<file path="src/rtl/alu_seq_pkg.sv">
// Shared types for the sequential ALU: opcodes, control states and result flags.
// Build option ALU_SEQ_DIV_EN enables the iterative divider (opcode DIV).
package alu_seq_pkg;

  typedef enum logic [3:0] {
    ADD  = 4'd0,
    SUB  = 4'd1,
    MUL  = 4'd2,
    AND  = 4'd3,
    OR   = 4'd4,
    NAND = 4'd5,
    NOR  = 4'd6,
    XOR  = 4'd7,
    DIV  = 4'd8
  } opcode_e;

  typedef enum logic [1:0] {
    IDLE = 2'd0,
    BUSY = 2'd1,
    DONE = 2'd2
  } state_e;

  typedef struct packed {
    logic c;
    logic z;
    logic n;
    logic v;
    logic err;
  } flags_t;

  function automatic flags_t err_only_flags();
    flags_t f;
    f     = '0;
    f.err = 1'b1;
    return f;
  endfunction

endpackage

</file>
<file path="src/rtl/alu_seq_iter.sv">
// Iterative datapath: unsigned shift-add multiply, plus restoring divide when
// ALU_SEQ_DIV_EN is defined. One step per cycle; 'last' marks the final step.
module alu_seq_iter #(
  parameter int WIDTH = 32,
  parameter int CNT_W = $clog2(WIDTH) + 1
) (
  input  logic             clk,
  input  logic             rst,
  input  logic             start,
`ifdef ALU_SEQ_DIV_EN
  input  logic             is_div,
`endif
  input  logic [WIDTH-1:0] a,
  input  logic [WIDTH-1:0] b,
  output logic             last,
  output logic [WIDTH-1:0] lo_next,
  output logic [WIDTH-1:0] hi_next
);

  logic [WIDTH-1:0] hi;
  logic [WIDTH-1:0] lo;
  logic [WIDTH-1:0] addend;
  logic [CNT_W-1:0] cnt;
  logic             busy;
  logic [WIDTH:0]   mul_sum;
  logic [WIDTH-1:0] mul_hi;
  logic [WIDTH-1:0] mul_lo;
`ifdef ALU_SEQ_DIV_EN
  logic             div_mode;
  logic [WIDTH:0]   shifted;
`endif

  assign last = busy && (cnt == CNT_W'(1));

  // Next partial product / remainder for the current step
  always_comb begin
    if (lo[0]) begin
      mul_sum = {1'b0, hi} + {1'b0, addend};
    end else begin
      mul_sum = {1'b0, hi};
    end
    mul_hi = mul_sum[WIDTH:1];
    mul_lo = {mul_sum[0], lo[WIDTH-1:1]};
`ifdef ALU_SEQ_DIV_EN
    // Remainder lives in hi, quotient bits shift into lo as dividend bits leave
    shifted = {hi, lo[WIDTH-1]};
    if (div_mode) begin
      if (shifted >= {1'b0, addend}) begin
        hi_next = shifted[WIDTH-1:0] - addend;
        lo_next = {lo[WIDTH-2:0], 1'b1};
      end else begin
        hi_next = shifted[WIDTH-1:0];
        lo_next = {lo[WIDTH-2:0], 1'b0};
      end
    end else begin
      hi_next = mul_hi;
      lo_next = mul_lo;
    end
`else
    hi_next = mul_hi;
    lo_next = mul_lo;
`endif
  end

  // Operand load on start, then one step per cycle until the counter expires
  always_ff @(posedge clk or posedge rst) begin
    if (rst) begin
      hi     <= '0;
      lo     <= '0;
      addend <= '0;
      cnt    <= '0;
      busy   <= 1'b0;
`ifdef ALU_SEQ_DIV_EN
      div_mode <= 1'b0;
`endif
    end else if (start) begin
      hi   <= '0;
      cnt  <= CNT_W'(WIDTH);
      busy <= 1'b1;
`ifdef ALU_SEQ_DIV_EN
      div_mode <= is_div;
      lo       <= is_div ? a : b;
      addend   <= is_div ? b : a;
`else
      lo     <= b;
      addend <= a;
`endif
    end else if (busy) begin
      hi   <= hi_next;
      lo   <= lo_next;
      cnt  <= cnt - CNT_W'(1);
      busy <= (cnt != CNT_W'(1));
    end else begin
      busy <= 1'b0;
    end
  end

endmodule

</file>
<file path="src/rtl/alu_seq.sv">
// Handshaked sequential ALU: single-cycle add/sub/logic, iterative MUL, and
// iterative DIV when ALU_SEQ_DIV_EN is defined (otherwise opcode 8 is illegal).
module alu_seq
  import alu_seq_pkg::*;
#(
  parameter int WIDTH = 32,
  parameter int CNT_W = $clog2(WIDTH) + 1
) (
  input  logic             clk,
  input  logic             rst,
  input  logic             in_valid,
  output logic             in_ready,
  input  logic [3:0]       opcode,
  input  logic [WIDTH-1:0] operand1,
  input  logic [WIDTH-1:0] operand2,
  output logic             out_valid,
  input  logic             out_ready,
  output logic [WIDTH-1:0] result,
  output logic [WIDTH-1:0] result_hi,
  output logic             flagC,
  output logic             flagZ,
  output logic             flagN,
  output logic             flagV,
  output logic             flag_err
);

  state_e           state;
  opcode_e          op;
  flags_t           flags;
  logic [WIDTH:0]   add_sum;
  logic [WIDTH:0]   sub_diff;
  logic [WIDTH-1:0] op_res;
  flags_t           op_flags;
  logic             legal;
  logic             is_iter;
  logic             accept;
  logic             iter_last;
  logic [WIDTH-1:0] iter_lo;
  logic [WIDTH-1:0] iter_hi;
  flags_t           iter_flags;
`ifdef ALU_SEQ_DIV_EN
  logic             b_zero;
`endif

  assign accept = (state == IDLE) && in_valid && in_ready;

  // Single-cycle result and flags straight from the issuing operands
  always_comb begin
    add_sum  = {1'b0, operand1} + {1'b0, operand2};
    sub_diff = {1'b0, operand1} - {1'b0, operand2};
    op_res   = '0;
    op_flags = '0;
    legal    = 1'b1;
    is_iter  = 1'b0;
    case (opcode)
      ADD: begin
        op_res     = add_sum[WIDTH-1:0];
        op_flags.c = add_sum[WIDTH];
        op_flags.v = (operand1[WIDTH-1] == operand2[WIDTH-1]) &&
                     (add_sum[WIDTH-1] != operand1[WIDTH-1]);
      end
      SUB: begin
        op_res     = sub_diff[WIDTH-1:0];
        op_flags.c = sub_diff[WIDTH];
        op_flags.v = (operand1[WIDTH-1] != operand2[WIDTH-1]) &&
                     (sub_diff[WIDTH-1] != operand1[WIDTH-1]);
      end
      MUL:  is_iter = 1'b1;
`ifdef ALU_SEQ_DIV_EN
      DIV:  is_iter = 1'b1;
`endif
      AND:  op_res = operand1 & operand2;
      OR:   op_res = operand1 | operand2;
      NAND: op_res = ~(operand1 & operand2);
      NOR:  op_res = ~(operand1 | operand2);
      XOR:  op_res = operand1 ^ operand2;
      default: legal = 1'b0;
    endcase
    if (legal) begin
      op_flags.z = (op_res == '0);
      op_flags.n = op_res[WIDTH-1];
    end else begin
      op_flags = err_only_flags();
    end
  end

  alu_seq_iter #(.WIDTH(WIDTH), .CNT_W(CNT_W)) u_iter (
    .clk     (clk),
    .rst     (rst),
    .start   (accept && is_iter),
`ifdef ALU_SEQ_DIV_EN
    .is_div  (opcode == DIV),
`endif
    .a       (operand1),
    .b       (operand2),
    .last    (iter_last),
    .lo_next (iter_lo),
    .hi_next (iter_hi)
  );

  // Flags for the final iterative step; a zero divisor still runs full length
  always_comb begin
    iter_flags     = '0;
    iter_flags.z   = (iter_lo == '0);
    iter_flags.n   = iter_lo[WIDTH-1];
    iter_flags.c   = (op == MUL) && (iter_hi != '0);
`ifdef ALU_SEQ_DIV_EN
    iter_flags.err = (op == DIV) && b_zero;
`endif
  end

  // Control FSM with registered handshake, result and flag outputs
  always_ff @(posedge clk or posedge rst) begin
    if (rst) begin
      state     <= IDLE;
      op        <= ADD;
      in_ready  <= 1'b0;
      out_valid <= 1'b0;
      result    <= '0;
      result_hi <= '0;
      flags     <= '0;
`ifdef ALU_SEQ_DIV_EN
      b_zero    <= 1'b0;
`endif
    end else begin
      case (state)
        IDLE: begin
          if (accept) begin
            op       <= opcode_e'(opcode);
            in_ready <= 1'b0;
`ifdef ALU_SEQ_DIV_EN
            b_zero   <= (operand2 == '0);
`endif
            if (is_iter) begin
              state <= BUSY;
            end else begin
              state     <= DONE;
              out_valid <= 1'b1;
              result    <= op_res;
              result_hi <= '0;
              flags     <= op_flags;
            end
          end else begin
            in_ready <= 1'b1;
          end
        end
        BUSY: begin
          if (iter_last) begin
            state     <= DONE;
            out_valid <= 1'b1;
            result    <= iter_lo;
            result_hi <= iter_hi;
            flags     <= iter_flags;
          end else begin
            out_valid <= 1'b0;
          end
        end
        DONE: begin
          if (out_ready) begin
            state     <= IDLE;
            out_valid <= 1'b0;
            in_ready  <= 1'b1;
          end else begin
            out_valid <= 1'b1;
          end
        end
        default: begin
          state     <= IDLE;
          in_ready  <= 1'b0;
          out_valid <= 1'b0;
        end
      endcase
    end
  end

  assign flagC    = flags.c;
  assign flagZ    = flags.z;
  assign flagN    = flags.n;
  assign flagV    = flags.v;
  assign flag_err = flags.err;

endmodule

</file>
<file path="config.mk">
export PLATFORM = sky130hd
export DESIGN_NAME = alu_seq
export DESIGN_NICKNAME = d
export VERILOG_FILES = /design/src/rtl/alu_seq_pkg.sv /design/src/rtl/alu_seq_iter.sv /design/src/rtl/alu_seq.sv
export SDC_FILE = /design/constraint.sdc
export NUM_CORES = 1
export LEC_CHECK = 0
export BUFFER_PORTS_ARGS = -buffer_cell sky130_fd_sc_hd__buf_2
export CAP_MARGIN = 5
export CORE_AREA = 8 8 176 178
export DETAILED_ROUTE_END_ITERATION = 7
export DIE_AREA = 0 0 184 186
export GPL_ROUTABILITY_DRIVEN = 0
export HOLD_SLACK_MARGIN = 0.15
export MAX_ROUTING_LAYER = met4
export PLACE_DENSITY_LB_ADDON = 0.3
export SYNTH_ARGS = -nofsm -noshare
export SYNTH_HDL_FRONTEND = slang
export SYNTH_SLANG_ARGS = --single-unit
export TNS_END_PERCENT = 30
</file>
<file path="constraint.sdc">
create_clock -name clk -period 7 [get_ports clk]
set_clock_uncertainty 0.15 [all_clocks]
set_input_delay 0.35 -clock clk [delete_from_list [all_inputs] [get_ports clk]]
set_output_delay 0.35 -clock clk [all_outputs]
set_load 0.01 [all_outputs]
</file>
==> Yosys cells after proc, flatten, opt, wreduce, memory -nomap -nowiden <==
Cells that the tools add are included.
{ "op_classes": {"add_sub_neg": 4, "n_eq_ne": 20, "muxes": 42, "bitwise_logic": 6, "n_reduce_logical": 20} }
{ "op_table": {"columns": ["op", "n"], "rows": [
  ["$mux 32", 10],
  ["$pmux 32 s7", 1],
  ["$pmux 32 s2", 2],
  ["$add 32x32->33", 2],
  ["$logic_not 32->1", 2],
  ["$not 32->32", 2],
  ["$mux 33", 1],
  ["$sub 32x32->33", 1],
  ["$and 32x32->32", 1],
  ["$or 32x32->32", 1],
  ["$reduce_bool 32->1", 1],
  ["$xor 32x32->32", 1],
  ["$eq 4x3->1 const B", 4],
  ["$mux 5", 3],
  ["$eq 4x2->1 const B", 3],
  ["$mux 2", 6],
  ["$mux 6", 2],
  ["$mux 1", 11],
  ["$pmux 5 s2", 1],
  ["$ne 2x2->1 const B", 4],
  ["$reduce_or 8->1", 1],
  ["$logic_and 1x1->1", 7],
  ["$eq 6x1->1 const B", 1],
  ["$ne 6x1->1 const B", 1],
  ["other kinds (16)", 23]
]} }
{ "totals": {"reg_bits": 180, "in_bits": 72, "elab_cells": 108} }

==> Longest topological paths before layout <==
{ "depth": {"depth_word": 8, "ltp_mapped": 16} }

==> Hierarchy <==
A second synthesis with hierarchy kept.
{ "unflattened": {"cells_unflattened": 2147, "hier_area_um2": 17411.7} }
{ "modules_own_cells": {"columns": ["module", "instances", "cells_per_inst", "area_each_um2", "seq_area_each_um2"], "rows": [
  ["alu_seq", 1, 1397, 10319.9, 1926.8],
  ["alu_seq_iter", 1, 750, 7091.8, 2577.5]
]} }

==> Least setup slack after synthesis <==
Ideal clock, no wire load.
{ "synth_timing": {"path_type": "input to register", "startpoint": "input operand2[1]", "endpoint": "register flags, in the netlist flagN", "setup_ps": 119, "arrival_ps": 3296, "required_time_ps": 6731, "setup_slack_ps": 3435, "stages": 13, "n_path_buf": 0, "path_cell_list": "inv_1 -> ha_1 -> o21ba_2 -> or4_1 -> a211oi_2 -> o2111ai_1 -> a2111oi_2 -> a221o_1 -> a21oi_1 -> a2111o_1 -> o31ai_1 -> o21ai_1 -> o21a_1"} }
{ "synth_between": {"elab_chain_len": 6} }
{ "synth_lines": {"columns": ["element", "line", "text"], "rows": [
  ["from (decl)", "alu_seq.sv:15", "input logic [WIDTH-1:0] operand2,"],
  ["$sub 32x32->33 / $add 32x32->33 (equally long branches)", "alu_seq.sv:50, alu_seq.sv:49", null],
  ["$pmux 32 s7 (*)", "alu_seq.sv:55", "case (opcode)"],
  ["$mux 2 (*)", "alu_seq.sv:79", "if (legal) begin"],
  ["$mux 5 (*)", "alu_seq.sv:134", "if (is_iter) begin"],
  ["$mux 5 (*)", "alu_seq.sv:128", "if (accept) begin"],
  ["$pmux 5 s2 (*)", "alu_seq.sv:126", "case (state)"],
  ["to (signal assigned)", "alu_seq.sv:141", "flags <= op_flags;"],
  ["to (signal assigned)", "alu_seq.sv:153", "flags <= iter_flags;"],
  ["to (decl)", "alu_seq.sv:29", "flags_t flags;"]
]} }
Every way passes the cells marked *; elsewhere a longest branch is shown, timed or not. The select of a mux whose other input is x is not followed.
A chain may end at the register's enable or synchronous reset.

==> Worst setup path after layout <==
{ "layout_timing": {"startpoint": "input operand2[10]", "endpoint": "register result[31]"} }
{ "layout_between": {"elab_chain_len": 5} }
{ "layout_lines": {"columns": ["element", "line", "text"], "rows": [
  ["$sub 32x32->33 / $add 32x32->33 (equally long branches)", "alu_seq.sv:50, alu_seq.sv:49", null],
  ["$pmux 32 s7 (*)", "alu_seq.sv:55", null],
  ["$mux 32 (*)", "alu_seq.sv:134", null],
  ["$mux 32 (*)", "alu_seq.sv:128", null],
  ["$pmux 32 s2 (*)", "alu_seq.sv:126", null],
  ["to (signal assigned)", "alu_seq.sv:139", "result <= op_res;"],
  ["to (signal assigned)", "alu_seq.sv:151", "result <= iter_lo;"],
  ["to (decl)", "alu_seq.sv:18", "output logic [WIDTH-1:0] result,"]
]} }
Marked as above.

==> results by group <==
Global routing
  – Vias in the first global route: 15,400
  – Total track usage: 0.318
  – GR Overflow Total: 0
  – Initial antenna violation count: 4
  – First-pass GRT wire length: approximately 84,000 microns
  – Largest net degree at the start of global routing: 109

CTS
  – CTS max path bufs: 2
  – Clk sinks: 180
  – Clock latency on the worst-skew pair: between 0.4 and 0.5 ns
  – H-tree depth: 4
  – Inserted Clock Buffers: 17
  – Root Buffer: clkbuf_16
  – Hold Buf Count CTS: 47
  – Setup bufs post-CTS: 0
  – Clock transition at path regs: 0.07 ns
  – CTS tree: built
  – Post_cts resized: 0

STA
  – Normalized max-slew margin: 0.195
  – Final Hold Viols: 0
  – Minimum hold slack: 0.165 ns
  – Worst-Margin Slew: 1.20 ns
  – RSZ-0062 raised after global routing: false
  – Post-layout minimum cycle time: 4.79 ns
  – Setup TNS: 0 ns
  – Final Cycle Share: 0.684
  – Count of final setup violators: 0
  – Max Fclk: 0.209 GHz
  – Slew Viols, Final: 0

Power and ir drop
  – Leak pwr: 0.00842 uW
  – VDD IR max: 0.000219 V
  – PD cells: 356 nW/um^2

Synth
  – Cell variety after synth: between 80 and 90
  – Async S/R FF share, synth: 1.00
  – Cell area after synthesis: between 15,000 and 20,000 sq um
  – EDFF count, synth: 0
  – Avg Cell Area, Syn: 7.96 sq um
  – Most used DFF post-synth: dfrtp_1
  – Yosys top cell area share: 0.281
  – Post-synthesis net count: 2,224
  – Synthesis Warnings: 0
  – Commonest cells post-synth: nand2_1 (231), o21ai_0 (198), dfrtp_1 (180)
  – Post-Syn Instances: 2,012
  – Most common cell in the netlist: nand2_1
  – Seq/Total Area, Yosys: 0.281
  – Synth area leaders: dfrtp_1 (28%), ha_1 (11%), o21ai_0 (6.2%)
  – Post-synthesis register bit count: 180
  – Synth area leader: dfrtp_1

Outcome
  – Failing checks: DRC
  – Status: complete, but fails checks

Route
  – Vias/cell: 6.58
  – Detail Route Antenna Nets: 0
  – Max layer used: met4
  – Total wire length: 54,200 microns
  – Metal2 WL: 23,600 microns
  – Met1 wire length: roughly 21,000 microns
  – Initial DRC Count: ~2,700
  – Drt wl/cell: 21.6 microns
  – Wire length on met3: 6970 microns
  – Drt first pass iters: 8
  – Vias: 16,500
  – Remaining DRCs: 32

Worst setup path
  – CP max stage delay: 0.62 ns
  – Worst Setup End Kind: register
  – Worst R2R Path Depth: 14
  – Critical path's slowest cell: a2111oi_0
  – Crit path cell chain: dlygate4sd3_1 > buf_2 > inv_1 > ha_1 > nor2b_1 > a2111oi_0 > nand3_1 > o2111ai_1 > a2111oi_2 > a221o_1 > a21oi_1 > a211oi_1 > o31ai_1 > o21ai_1 > o21a_1
  – Critical Setup Path Class: in2reg
  – R2R setup slack: between 2 and 3 ns
  – CP Max Fanout: 15
  – Worst path buffer plus inverter count: 3
  – CP top delay family: compound AO/OA/AOI/OAI gates
  – Crit path depth: 15
  – Critical path data required time: 7.18 ns
  – Worst Path Arrival: 4.96 ns
  – Critical path launch point type: input pin

Final layout
  – Reg area: approximately 4500 sq um
  – Layout area overhead: 11.8%
  – Share of cells above drive strength 1: 0.112
  – Filler Cell Count: 2,431
  – Multi-input gate area: 10,600 sq um
  – Nets: 2,320

Hold path
  – Min-delay worst type: in2reg
  – Hold path depth: 3

Placed design
  – HPWL Detailed: around 40,000 microns
  – I/O Buffers: 142

Die
  – CORE AREA: 28,200 sq um
  – Initial Util: 0.567
  – Die area: approximately 34,000 sq um
  – Die Y: 186 microns
  – IO Count: 143
  – Chip width: 184 microns
  – FP Rows: 62

Job
  – Max-capacitance violation count: 0
-- worst reg2reg max path: stages, from the launching register on --
cell	delay, ns
dfrtp_1	0.37
ha_1	0.20
inv_1	0.07
fa_1	0.42
nor2b_1	0.21
o211ai_1	0.15
a21oi_1	0.28
a21boi_1	0.23
o31ai_1	0.70
a311oi_1	0.25
o2111ai_1	0.24
nor3b_1	0.34
nand4_1	0.14
nor4_1	0.39
o21ai_0	0.14
-- state kept, by name, summed over array words and instances (netlist names) --
register	count
result	32
result_hi	32
u_iter.addend	32
u_iter.hi	32
u_iter.lo	32
u_iter.cnt	6
op	4
state	2
flagC	1
flagN	1
flagV	1
flagZ	1
flag_err	1
in_ready	1
out_valid	1
u_iter.busy	1
-- kinds of logic (layout without fill, tap and decap cells) --
group | Yosys count | after routing | synth area share
AOI/OAI and AO/OA | 655 | 655 | 0.268
xor gates and xnor gates | 60 | 60 | 0.0328
adders and majority gates | 140 | 140 | 0.111
buffers and inverters | 251 | 360 | 0.0607
DFF | 180 | 180 | 0.281
muxes | 88 | 88 | 0.0559
other | 0 | 5 | 0
and+or+nand+nor | 638 | 638 | 0.190
-- placed cells by master, fill, tap and decap left out, drive strengths merged, types with 22 or more instances in the layout --
cell type    netlist  layout
nor4              27      27
buf               33     161
xnor2             47      47
dfrtp            180     180
inv              117     121
a21o              29      29
nor3              47      47
nand3             27      27
nand2            231     231
a211oi            48      48
ha               137     137
a31oi             22      22
a21oi            128     128
a22oi             24      24
o21ai            199     199
mux2i             77      77
dlygate4sd3        0      47
nor2             152     152
nor2b             24      24
-- per-layer routing --
metal / track usage / vias to the layer above
met5: - / -
met4: 0.147 / 0
met3: 0.102 / 218
met2: 0.474 / 1057
met1: 0.388 / 7758
li1: - / 7488
-- metrics by stage --
step / std cells / worst slack [ns] / util / total power (uW) / area, sq um
final: 2510 / 2.21 / 0.634 / 6370 / 17900
after floorplan: 2012 / 1.61 / - / 4360 / 16000
after detailed placement: 2426 / 2.49 / 0.597 / 5300 / 16900
after global placement: 2426 / 2.67 / 0.597 / 5190 / 16900
after CTS: 2505 / 2.40 / 0.633 / 6280 / 17900
after global routing: 2509 / 1.92 / 0.634 / 6800 / 17900
-- report_power, final --
group          leakage, uW  switching (uW)  internal [uW]  total (uW)
sequential         0.00226             437           1460        1900
clock             0.000264             443            498         941
combinational      0.00589            2140           1400        3540
total              0.00842            3020           3360        6370
-- worst paths after layout --
| kind | from | to |
|---|---|---|
| max reg2reg | u_iter.hi[0]$_DFFE_PP0P_ | flagC$_DFFE_PP0P_ |
| min | in_valid | out_valid$_DFFE_PP0P_ |
| max in group asynchronous | rst | u_iter.lo[0]$_DFFE_PP0P_ |
| min reg2reg | result_hi[28]$_DFFE_PP0P_ | result_hi[28]$_DFFE_PP0P_ |
| max | operand2[10] | result[31]$_DFFE_PP0P_ |
| min in group asynchronous | rst | result_hi[3]$_DFFE_PP0P_ |
-- final cells by class --
cell class / count / area share
well taps: 384 / 0.0268
diodes: 5 / 0.000699
multi-input cells: 1581 / 0.590
repair buffers: 208 / 0.0741
clock inverters: 12 / 0.00699
clock buffers: 20 / 0.0244
flip-flops and latches: 180 / 0.252
inverters: 120 / 0.0254
Note: power is estimated with default switching activity, not from simulation.
